**src/rtl/uart_tx.sv**
```systemverilog
// ============================================================================
// uart_tx : byte-serial 8N1/8N2 UART transmitter with req/cts handshake.
// rev 1.0
// ============================================================================
`default_nettype none

module uart_tx #(
  parameter int CYCLES_PER_BIT = 3,
  parameter int STOP_BITS      = 1
) (
  input  logic       clock,
  input  logic       i_rstn,
  input  logic [7:0] i_data,
  input  logic       i_req,
  output logic       o_serial,
  output logic       o_cts,
  output logic       o_idle
);

  localparam int CNT_W = (CYCLES_PER_BIT > 1) ? $clog2(CYCLES_PER_BIT) : 1;
  localparam logic [CNT_W-1:0] CNT_LAST  = CNT_W'(CYCLES_PER_BIT - 1);
  localparam logic [2:0]       STOP_LAST = 3'(STOP_BITS - 1);

  typedef enum logic [1:0] {
    IDLE  = 2'd0,
    START = 2'd1,
    DATA  = 2'd2,
    STOP  = 2'd3
  } state_t;

  state_t           state;
  logic [CNT_W-1:0] cycle_cnt;
  logic [2:0]       bit_cnt;
  logic [7:0]       shift;
  logic             bit_end;

  assign bit_end = (cycle_cnt == CNT_LAST);

  // bit_cnt indexes data bits in DATA and is reused to count stop bits in STOP
  always_ff @(posedge clock) begin
    if (!i_rstn) begin
      state     <= IDLE;
      cycle_cnt <= '0;
      bit_cnt   <= '0;
      shift     <= '0;
    end else begin
      case (state)
        IDLE: begin
          if (i_req) begin
            shift     <= i_data;
            cycle_cnt <= '0;
            state     <= START;
          end
        end
        START: begin
          if (bit_end) begin
            cycle_cnt <= '0;
            bit_cnt   <= '0;
            state     <= DATA;
          end else begin
            cycle_cnt <= cycle_cnt + 1'b1;
          end
        end
        DATA: begin
          if (bit_end) begin
            cycle_cnt <= '0;
            shift     <= {1'b0, shift[7:1]};
            if (bit_cnt == 3'd7) begin
              bit_cnt <= '0;
              state   <= STOP;
            end else begin
              bit_cnt <= bit_cnt + 1'b1;
            end
          end else begin
            cycle_cnt <= cycle_cnt + 1'b1;
          end
        end
        STOP: begin
          if (bit_end) begin
            cycle_cnt <= '0;
            if (bit_cnt == STOP_LAST) begin
              bit_cnt <= '0;
              state   <= IDLE;
            end else begin
              bit_cnt <= bit_cnt + 1'b1;
            end
          end else begin
            cycle_cnt <= cycle_cnt + 1'b1;
          end
        end
        default: state <= IDLE;
      endcase
    end
  end

  assign o_cts    = (state == IDLE);
  assign o_idle   = (state == IDLE);
  assign o_serial = (state == DATA) ? shift[0] : (state != START);

endmodule

`default_nettype wire

```
**config.mk**
```make
export PLATFORM = sky130hd
export DESIGN_NAME = uart_tx
export DESIGN_NICKNAME = d
export VERILOG_FILES = /design/src/rtl/uart_tx.sv
export SDC_FILE = /design/constraint.sdc
export NUM_CORES = 1
export LEC_CHECK = 0
export ABC_AREA = 1
export ABC_CLOCK_PERIOD_IN_PS = 1400
export BUFFER_PORTS_ARGS = -buffer_cell sky130_fd_sc_hd__buf_2
export CORE_MARGIN = 2
export CORE_UTILIZATION = 52
export CTS_BUF_LIST = sky130_fd_sc_hd__clkbuf_2 sky130_fd_sc_hd__clkbuf_4 sky130_fd_sc_hd__clkbuf_8
export DETAILED_ROUTE_END_ITERATION = 10
export GPL_TIMING_DRIVEN = 1
export HOLD_SLACK_MARGIN = 0.06
export PLACE_DENSITY = 0.77
export SLEW_MARGIN = 15
export SYNTH_ARGS = -nofsm -noshare
export SYNTH_HDL_FRONTEND = slang
export SYNTH_SLANG_ARGS = --single-unit
```
**constraint.sdc**
```tcl
create_clock -name clock -period 1.4 [get_ports clock]
set_input_delay 0 -clock clock [delete_from_list [all_inputs] [get_ports clock]]
set_output_delay 0 -clock clock [all_outputs]
set_load 0.02 [all_outputs]
```
==> results of run 1 <==
[cells in the mapped netlist (all sizes together)]
cell,n
clkinv,1
a21oi,12
nand2,49
nand3,10
buf,3
dfxtp,15
ha,9
o21ai,6
nor2,18
inv,19
nand4,2
[cells by family after synthesis]
kind of cell             Yosys count  synth area share
AO/OA/AOI/OAI                     18            0.0952
adder cells (fa/ha/maj)            9             0.119
flip-flops                        15             0.317
AND/OR/NAND/NOR                   79             0.361
buffers and inverters             23             0.107
[cell type report]
| type | instances | area [um2] | share of cell area |
|---|---|---|---|
| clock inverter | 1 | 5.00 | 0.00407 |
| clock buffer | 3 | 22.5 | 0.0183 |
| inverter | 20 | 80.1 | 0.0652 |
| multi-input combinational | 106 | 619 | 0.504 |
| timing repair buffer | 24 | 165 | 0.134 |
| tap | 25 | 31.3 | 0.0255 |
| sequential | 15 | 305 | 0.248 |
[state kept, by name (all words and copies together) (netlist names)]
signal,count
shift,8
bit_cnt,3
cycle_cnt,2
state,2
[metal layers]
metal / global-route usage / part of all wire
met1: 0.243 / 0.43
met4: 0.0667 / 0.016
met3: 0.0235 / 0.020
met5: 0 / 0
met2: 0.406 / 0.53
[power groups by stage]
stage	combinational (uW)	clock (uW)	sequential, uW
2_1_floorplan	912	0	664
3_3_place_gp	1140	0	678
3_5_place_dp	1170	0	688
4_1_cts	1260	257	672
5_1_grt	1580	280	716
6_report	1430	256	699
[stage by stage]
step / std cells / power (uW) / area, um2
after global placement: 185 / 1820 / 1060
final: 194 / 2390 / 1230
after detailed placement: 185 / 1860 / 1060
after CTS: 193 / 2190 / 1150
after floorplan: 144 / 1580 / 948
after global routing: 194 / 2570 / 1230
[worst max-delay path, delay by kind of cell, from the launching register on]
family	cells	cell delay (ns)
buffers and inverters	3	0.42
flip-flops	1	0.35
adder cells (fa/ha/maj)	1	0.16
AO/OA/AOI/OAI	1	0.13
[layout by cell type (no fill, tap or decap)]
cell type       n
buf_4           7
buf_2          12
o21ai_1         1
nand4_1         2
nand2_4         2
dfxtp_2         1
clkbuf_4        3
nor2_1         15
buf_6           2
nand2_1        40
o21ai_0         4
clkinv_1        1
a21oi_2         1
ha_4            4
dfxtp_4         1
nand3_1        10
ha_1            5
dlygate4sd3_1   3
clkinv_2        1
nor2_4          1
nand2_2         7
nor2_2          2
o21ai_2         1
inv_1          11
dfxtp_1        13
inv_2           6
inv_4           2
a21oi_1        11
[how the worst max path moves through the flow]
stage / cells past startpoint / to / slack, ns
after CTS: 6 / o_serial / -0.01
after global routing: 10 / bit_cnt[2] / 0.0008
after global placement: 10 / bit_cnt[2] / -0.04
final: 5 / o_serial / 0.06
after detailed placement: 10 / bit_cnt[1] / -0.09
after floorplan: 4 / o_serial / 0.04
[repair_timing]
item,CTS,global route
hold buffers,3,0
pin swaps,1,8
endpoints found under the setup margin,14,14
buffers inserted,1,1
endpoints found under the hold margin,7,0
gates resized for setup,8,21
==> impl_results.md, run 1 <==
* Status: finished, final reports clean
* Total grt overflow at 0
* Clock slew at reported path FFs at roughly 0.1 ns
* WHS at about 0.073 ns
* DIE WIDTH at between 40 and 50 um
* RSZ-0062 raised after global routing: no
* CP Capture Type: output port
* Top Ports at 14
* Crit path top cell by count: buf_4
* R2R Path Start: state[0]
* Max incr delay on CP at between 0.3 and 0.4 ns
* Pwr dens at between 1500 and 2000 nW/um2
* Hold/Removal Path Class: input port to register
* Final HPWL from detailed placement at around 1.5 mm
* Clock share of power at 0.107
* Comb pwr share at 0.600
* Fraction of final layout cells sized beyond drive strength 1 at 0.314
* Die H at between 40 and 50 um
* Starting Density at 0.548
* Pint at 1250 uW
* Post-synth top area share at 0.317
* Worst Min Path Start: i_data[2]
* Drt pass-1 iters at 5
* Hold Vio Cnt, Final at 0
* Part of the power in registers at 0.293
* Worst Path Max Fanout at 4
* Clk Latency, worst-skew pair at roughly 0.28 ns
* Synthesized instance count at 144
* Slew headroom at 0.821
* Routed len/inst at between 10 and 15 um
* Largest net degree at the start of global routing at 10
* Aggregate global-route resource usage at 0.213
* Actual slew at the worst max-slew pin at about 0.27 ns
* Number of library cell types mapped by synthesis at 17
* Net Count, Synth at between 150 and 200
* Worst R2R End: bit_cnt[0]
* Total number of H-tree levels at 1
* Crit-path slowest cell: dfxtp_2
* Leakage power total at between 0.0005 and 0.0006 uW
* Die area at 2180 um2
* Switch Pwr at around 1100 uW
* Initial DRC count at 22
* Peak Freq at between 700 and 800 MHz
* CTS Root Buffer Type: clkbuf_4
* Pre-CTS setup slack at -0.0870 ns
* Final worst path period need at roughly 1.3 ns
* N_diodes at 0
* Final WL at 2.26 mm
* Slew Limit Fails at 0
* Cell taking the most area after synthesis: dfxtp_1
* Critical path startpoint: state[0]
* Filler Cell Count at 150
* R2R Setup Slk at around 0.07 ns
* Post-synthesis sequential area ratio at 0.317
* Setup WS post-layout at 0.0562 ns
* CTS buffer count at 3
* Top area cells in the synthesized netlist: dfxtp_1, nand2_1, ha_1, nor2_1, a21oi_1
* Clk_skew at approximately 0.0030 ns
* Worst EP arrival at ~1.3 ns
* Final setup viols at 0
* MaxCap Viol Count at 0
* Vias per cell at around 5
* Vias at between 900 and 1000
* P&R area growth vs syn at 29.9%
* Register bit count reported by yosys at 15
* Synth warnings at 0
* Reg2reg path depth at 10
* First-pass GRT wire length at roughly 3.3 mm
* Total negative slack at 0 ns
* Worst EP required at roughly 1.4 ns
* Antenna-violating nets left at 0
* Worst min-delay path endpoint: shift[2]
* Worst vdd ir at roughly 1100 uV
* Drt drc at 0
* Rows at 15
* Nets at 190
* Vias in the first global route at 814
* Buffer depth of the longest clock path at 2
* Routability Congestion at just under 0.9
* Sw Share at 0.475
* Fin crit share at 0.960
* Initial antenna violation count at 0
* Port bufs at 13
* Avg Cell Area, Syn at around 6.6 um2
* Core Util, Final at 0.712
* WHS Path Cells at 5
* CTS tree: yes
* Core area at approximately 1700 um2
* Netlist Area Pre-Place at between 900 and 1000 um2
* TritonCTS sink count at 15
* Crit Path Class: register to output port
* Critical path, cell by cell: buf_6, ha_4, buf_4, o21ai_1, buf_4
* Critical Path Source Type: register
(Power assumes the default switching activity.)
==> inputs of run 2 (changes only) <==
- ABC_CLOCK_PERIOD_IN_PS: 1400 -> 1500
- CORE_MARGIN: 2 -> 10
- CORE_UTILIZATION: 52 -> 54
- PLACE_DENSITY: 0.77 -> 0.76
- clock period: 1.4 -> 1.5 ns (I/O delays scaled with it)
==> run 2 against run 1 <==
  * Clock skew up 0.0026 ns
  * Clock power down 6%
  * Core utilization shrank 2.6 points
  * Count of clock-buffer cells in the layout is the same
  * Global-route usage fell by 9.1 points
  * Via count fell by 2.7%
  * Wire length shrank 1.4%
  * Largest cell class unchanged
  * Die area is 76% higher
  * Critical path depth rose by 1
  * Setup slack better by 0.025 ns
==> impl_results.md, run 2 (synthesis results as in run 1) <==
* Status: finished, final reports clean (unchanged)
* Final std cells w/o fill at 184 (was 194)
* Routability Congestion at 0.818 (was 0.888)
* Port bufs at 13 (unchanged)
* Worst EP required at 1.50 ns (was 1.40 ns)
* Placed Area at 1040 um2 (was 1060 um2)
* WHS at 0.0650 ns (was 0.0733 ns)
* Worst Min Path Start: i_data[5] (was i_data[2])
* Starting Density at 0.560 (was 0.548)
* Pwr dens at 1800 nW/um2 (was 1940 nW/um2)
* Post-CTS setup buffers at 0 (was 1)
* Slew Limit Fails at 0 (unchanged)
* Total grt overflow at 0 (unchanged)
* CTS buffer count at 3 (unchanged)
* Total number of H-tree levels at 1 (unchanged)
* Filler Cell Count at 157 (was 150)
* Finished Cell Area at 1160 um2 (was 1230 um2)
* Initial antenna violation count at 0 (unchanged)
* Commonest non-fill, non-tap cell in the layout: nand2_1 (unchanged)
* Top Ports at 14 (unchanged)
* Dpl cells at 176 (was 185)
* First-pass GRT wire length at 3.53 mm (was 3.32 mm)
* Most frequent cells in the layout: nand2_1, inv_1, nor2_1, dfxtp_1, buf_2 (was nand2_1, nor2_1, dfxtp_1, buf_2)
* P&R area growth vs syn at 22.4% (was 29.9%)
* Worst min-delay path endpoint: shift[5] (was shift[2])
* Worst vdd ir at 1000 uV (was 1100 uV)
* Fraction of final layout cells sized beyond drive strength 1 at 0.251 (was 0.314)
* Clock slew at reported path FFs at 0.09 ns (was 0.10 ns)
* Initial DRC count at 43 (was 22)
* DIE WIDTH at 61.9 um (was 46.7 um)
* R2R Path Start: state[1] (was state[0])
* Aggregate global-route resource usage at 0.121 (was 0.213)
* Clk_skew at 0.00566 ns (was 0.00305 ns)
* Critical Path Source Type: register (unchanged)
* MaxCap Viol Count at 0 (unchanged)
* Biggest register: shift (unchanged)
* Total negative slack at 0 ns (unchanged)
* Die H at 61.9 um (was 46.7 um)
* Crit Path Class: register to output port (unchanged)
* Antenna-violating nets left at 0 (unchanged)
* Drt drc at 0 (unchanged)
* Routed len/inst at 12.1 um (was 11.6 um)
* Hold/Removal Path Class: input port to register (unchanged)
* Drt pass-1 iters at 4 (was 5)
* Final HPWL from detailed placement at 1.58 mm (was 1.50 mm)
* Crit-path slowest cell: dfxtp_2 (unchanged)
* Max FFs per register at 8 (unchanged)
* Worst EP arrival at 1.42 ns (was 1.34 ns)
* Fin crit share at 0.946
* Regs by FF count: shift x8, bit_cnt x3 (unchanged)
* Largest net degree at the start of global routing at 10 (unchanged)
* CP Capture Type: output port (unchanged)
* Rows at 15 (unchanged)
* Worst R2R End: bit_cnt[2] (was bit_cnt[0])
* R2R Setup Slk at 0.08 ns (was 0.07 ns)
* Clk Latency, worst-skew pair at 0.29 ns (was 0.28 ns)
* Buffer depth of the longest clock path at 2 (unchanged)
* Vias at 944 (was 970)
* Peak Freq at between 700 and 800 MHz
* CTS tree: yes (unchanged)
* Final Power at 2090 uW (was 2390 uW)
* CTS Root Buffer Type: clkbuf_4 (unchanged)
* Vias per cell at 5.13 (was 5.00)
* Max incr delay on CP at 0.33 ns (was 0.35 ns)
* Actual slew at the worst max-slew pin at 0.251 ns (was 0.267 ns)
* Nets at 188 (was 190)
* Critical path, cell by cell: inv_1, ha_4, buf_4, nand2_1, o21ai_1, buf_4 (was buf_6, ha_4, buf_4, o21ai_1, buf_4)
* Final WL at 2.23 mm (was 2.26 mm)
* Hold Vio Cnt, Final at 0 (unchanged)
* Vias in the first global route at 899 (was 814)
* Worst Path Max Fanout at 9 (was 4)
* Leakage power total at 0.000579 uW (was 0.000592 uW)
* Final worst path period need at about 1.4 ns
* Crit path top cell by count: buf_4 (unchanged)
* N_diodes at 0 (unchanged)
* TritonCTS sink count at 15 (unchanged)
* Slew headroom at 0.832 (was 0.821)
* Die area at 3830 um2 (was 2180 um2)
* Core area at 1690 um2 (was 1730 um2)
* WHS Path Cells at 5 (unchanged)
* Final setup viols at 0 (unchanged)
* Reg2reg path depth at 10 (unchanged)
[run 2: cell types whose count changed in the layout (fill, tap and decap cells not counted), sizes merged]
cell and change:
buf -3, dlygate4sd3 +1
[run 2: routing by layer]
layer | wire length, um | vias to the layer above | global-route usage
met4 | 41 | 0 | 0.0669
met5 | 0 | - | 0
li1 | - | 492 | -
met3 | 119 | 5 | 0.0264
met1 | 901 | 425 | 0.122
met2 | 1160 | 22 | 0.225
[run 2: power by group]
group | switching (uW) | internal [uW]
Clock | 141 | 99.4
Combinational | 762 | 449
Sequential | 90.1 | 547
[run 2: worst max path at each step]
stage	start	to	slack, ns	cells past startpoint
finish	state[0]	o_serial	0.08	6
global route	state[1]	bit_cnt[2]	-0.02	10
CTS	state[0]	o_serial	0.02	5
detailed placement	state[1]	bit_cnt[1]	0.03	10
global placement	state[1]	bit_cnt[0]	0.08	10
floorplan	state[0]	shift[0]	0.06	8
[run 2: metrics by stage]
step | worst slack (ns) | utilization
global route | -0.0157 | 0.685
CTS | 0.0152 | 0.660
global placement | 0.0799 | 0.618
finish | 0.0810 | 0.685
detailed placement | 0.0256 | 0.618
floorplan | 0.0559 | -
[run 2: layout make-up]
type | instances | area [um2] | share of cell area
Timing Repair Buffer | 22 | 145 | 0.125
Clock inverter | 1 | 5.00 | 0.00432
Tap cell | 17 | 21.3 | 0.0184
Clock buffer | 3 | 22.5 | 0.0195
Inverter | 20 | 77.6 | 0.0670
Multi-Input combinational cell | 106 | 581 | 0.502
Sequential cell | 15 | 305 | 0.264
[run 2: critical path: cells and delay by family (launching register included)]
kind,cells,cell delay (ns)
AO/OA/AOI/OAI,1,0.07
adder cells (fa/ha/maj),1,0.19
buffers and inverters,3,0.48
flip-flops,1,0.33
AND/OR/NAND/NOR,1,0.06
[run 2: what timing repair did]
item                       CTS  global route
pin swaps                    0             1
gates resized for setup      2            14
hold endpoints to repair     8             0
hold buffers                 4             0
setup endpoints to repair    3             8
==> inputs of run 3 (changes only) <==
--- a/config.mk
+++ b/config.mk
@@ -7,13 +7,13 @@
 export LEC_CHECK = 0
 export ABC_AREA = 1
-export ABC_CLOCK_PERIOD_IN_PS = 1500
+export ABC_CLOCK_PERIOD_IN_PS = 1200
 export BUFFER_PORTS_ARGS = -buffer_cell sky130_fd_sc_hd__buf_2
 export CORE_MARGIN = 10
-export CORE_UTILIZATION = 54
+export CORE_UTILIZATION = 52
 export CTS_BUF_LIST = sky130_fd_sc_hd__clkbuf_2 sky130_fd_sc_hd__clkbuf_4 sky130_fd_sc_hd__clkbuf_8
 export DETAILED_ROUTE_END_ITERATION = 10
 export GPL_TIMING_DRIVEN = 1
 export HOLD_SLACK_MARGIN = 0.06
-export PLACE_DENSITY = 0.76
+export PLACE_DENSITY = 0.77
 export SLEW_MARGIN = 15
 export SYNTH_ARGS = -nofsm -noshare
==> constraint.sdc (replaced) <==
create_clock -name clock -period 1.2 [get_ports clock]
set_input_delay 0 -clock clock [delete_from_list [all_inputs] [get_ports clock]]
set_output_delay 0 -clock clock [all_outputs]
set_load 0.005 [all_outputs]
==> run 3 against run 2 <==
  * The run now ends with setup timing left
  * Worst hold slack worse by 0.0058 ns
  * Highest routed layer unchanged
  * Combinational power is 81% higher
  * Clock power is 28% higher
  * Critical path depth grew 2
  * Cell count grew 10%
  * Design area rose by 25%
  * Core utilization is 15 points higher
  * Total power rose by 61%
  * Count of clock-buffer cells in the layout is the same
  * Critical endpoint is now bit_cnt[2]
  * Global-route usage hardly changed
  * Non-clock buffer count grew 11
  * Sequential power increased by 35%
==> impl_results.md, run 3 (synthesis results as in run 1) <==
* Clk_skew at 0.00369 ns (was 0.00566 ns)
* Setup WS post-layout at -0.117 ns (was 0.0810 ns)
* R2R Setup Slk at -0.12 ns (was 0.08 ns)
* Final setup viols at 15 (was 0)
* Switch Pwr at 1550 uW (was 993 uW)
* CTS buffer count at 3 (unchanged)
* Fin crit share at 1.10
* Die H at 62.7 um (was 61.9 um)
* Clock slew at reported path FFs at 0.10 ns (was 0.09 ns)
* Final HPWL from detailed placement at 1.74 mm (was 1.58 mm)
* Initial antenna violation count at 0 (unchanged)
* Pint at 1810 uW (was 1100 uW)
* N_diodes at 0 (unchanged)
* R2R Path Start: state[0] (was state[1])
* Final Power at 3360 uW (was 2090 uW)
* Hold Vio Cnt, Final at 0 (unchanged)
* First-pass GRT wire length at 4.07 mm (was 3.53 mm)
* Vias per cell at 5.02 (was 5.13)
* Actual slew at the worst max-slew pin at 0.328 ns (was 0.251 ns)
* Vias in the first global route at 971 (was 899)
* Pre-CTS setup slack at -0.110 ns (was 0.0256 ns)
* RSZ-0062 raised after global routing: yes
* Final WL at 2.74 mm (was 2.23 mm)
* Worst vdd ir at 1590 uV (was 1000 uV)
* Die area at 3930 um2 (was 3830 um2)
* P&R area growth vs syn at 52.4% (was 22.4%)
* Regs by FF count: shift x8, bit_cnt x3 (unchanged)
* CTS Root Buffer Type: clkbuf_4 (unchanged)
* Largest net degree at the start of global routing at 10 (unchanged)
* Critical Path Source Type: register (unchanged)
* Pwr dens at 2330 nW/um2 (was 1800 nW/um2)
* Nets at 199 (was 188)
* Antenna-violating nets left at 0 (unchanged)
* Aggregate global-route resource usage at 0.121 (about the same)
* Worst EP required at 1.40 ns (was 1.50 ns)
* Peak Freq at approximately 760 MHz
* Comb pwr share at 0.653 (was 0.580)
* Total grt overflow at 0 (unchanged)
* DIE WIDTH at 62.7 um (was 61.9 um)
* Port bufs at 13 (unchanged)
* Clock share of power at 0.091 (was 0.115)
* Starting Density at 0.548 (was 0.560)
* Drt pass-1 iters at 4 (unchanged)
* Worst EP arrival at 1.52 ns (was 1.42 ns)
* Core Util, Final at 0.835 (was 0.685)
* Multi-input logic area at 722 um2 (was 581 um2)
* Routed len/inst at 13.5 um (was 12.1 um)
* Leakage power total at 0.000666 uW (was 0.000579 uW)
* Commonest non-fill, non-tap cell in the layout: nand2_1 (unchanged)
* Final worst path period need at roughly 1.3 ns
* Finished Cell Area at 1440 um2 (was 1160 um2)
* Slew Limit Fails at 0 (unchanged)
* Clk Latency, worst-skew pair at 0.30 ns (was 0.29 ns)
* Slew headroom at 0.780 (was 0.832)
* Most frequent cells in the layout: nand2_1, nand2_2, nor2_1, dfxtp_1, buf_2 (was nand2_1, inv_1, nor2_1, dfxtp_1, buf_2)
* CP Capture Type: register (was output port)
* Routability Congestion at 0.829 (was 0.818)
* Filler Cell Count at 109 (was 157)
* Rows at 15 (unchanged)
* Fraction of final layout cells sized beyond drive strength 1 at 0.483 (was 0.251)
* Worst R2R End: bit_cnt[2] (unchanged)
* Initial DRC count at 42 (was 43)
* Max FFs per register at 8 (unchanged)
* Crit Path Class: register to register (was register to output port)
* Buffer depth of the longest clock path at 2 (unchanged)
* Total number of H-tree levels at 1 (unchanged)
* Core area at 1730 um2 (was 1690 um2)
* Worst Path Max Fanout at 4 (was 9)
* Hold/Removal Path Class: input port to register (unchanged)
* Top Ports at 14 (unchanged)
* Failing checks: setup timing
* Critical path startpoint: state[0] (unchanged)
* Total negative slack at -1.24 ns (was 0 ns)
* Placed Area at 1170 um2 (was 1040 um2)
* Status: finished, violations left (was finished, final reports clean)
* Sw Share at 0.462 (was 0.475)
* Reg2reg path depth at 8 (was 10)
* Crit path to: bit_cnt[2] (was o_serial)
* Vias at 1020 (was 944)
* TritonCTS sink count at 15 (unchanged)
* Biggest register: shift (unchanged)
* Storage cell area at 309 um2 (was 305 um2)
* Part of the power in registers at 0.256 (was 0.305)
* Drt drc at 0 (unchanged)
* MaxCap Viol Count at 0 (unchanged)
* CTS tree: yes (unchanged)
## run 3: layout make-up
class	count	area share
Tap cell	25	0.0217
Clock buffer	3	0.0156
Multi-Input combinational cell	106	0.501
Inverter	20	0.0625
Timing Repair Buffer	33	0.181
Clock inverter	1	0.00347
Sequential cell	15	0.214
## run 3: worst min-delay path by stage
stage	startpoint	to	slack [ns]	cells after the start
after detailed placement	i_data[7]	shift[7]	0.29	3
after global routing	i_data[5]	shift[5]	0.06	5
after CTS	i_data[5]	shift[5]	0.06	5
after global placement	i_rstn	state[1]	0.28	3
after floorplan	i_rstn	state[1]	0.11	2
final	i_data[5]	shift[5]	0.06	5
## run 3: metrics by stage
stage / hold WS, ns / std cells
after global placement: 0.281 / 192
after CTS: 0.0631 / 202
final: 0.0591 / 203
after global routing: 0.0646 / 203
after detailed placement: 0.287 / 192
after floorplan: 0.111 / 144
## run 3: per-layer routing
layer,vias up,GRT usage,share of wire
met5,-,0,0
met4,0,0.0419,0.015
li1,516,-,-
met3,7,0.0376,0.057
met1,469,0.133,0.41
met2,28,0.214,0.51
## run 3: repair_timing
action / in CTS / in global routing
resized for setup: 23 / 33
hold buffers: 3 / 0
setup endpoints to repair: 18 / 17
buffers inserted: 3 / 1
pin swaps: 7 / 17
endpoints found under the hold margin: 7 / 0
## run 3: worst max-delay path: stages, from the launching register on
cell	delay (ns)
dfxtp_4	0.41
inv_4	0.06
ha_4	0.19
buf_6	0.12
buf_4	0.13
a21oi_4	0.12
nor2_1	0.05
nor2_1	0.08
nor2_1	0.04
## run 3: power groups by stage
stage / clock network [uW] / logic, uW / registers, uW
floorplan: 0 / 1050 / 814
global placement: 0 / 1480 / 827
detailed placement: 0 / 1520 / 839
CTS: 309 / 1830 / 839
global route: 331 / 2390 / 875
finish: 307 / 2190 / 860
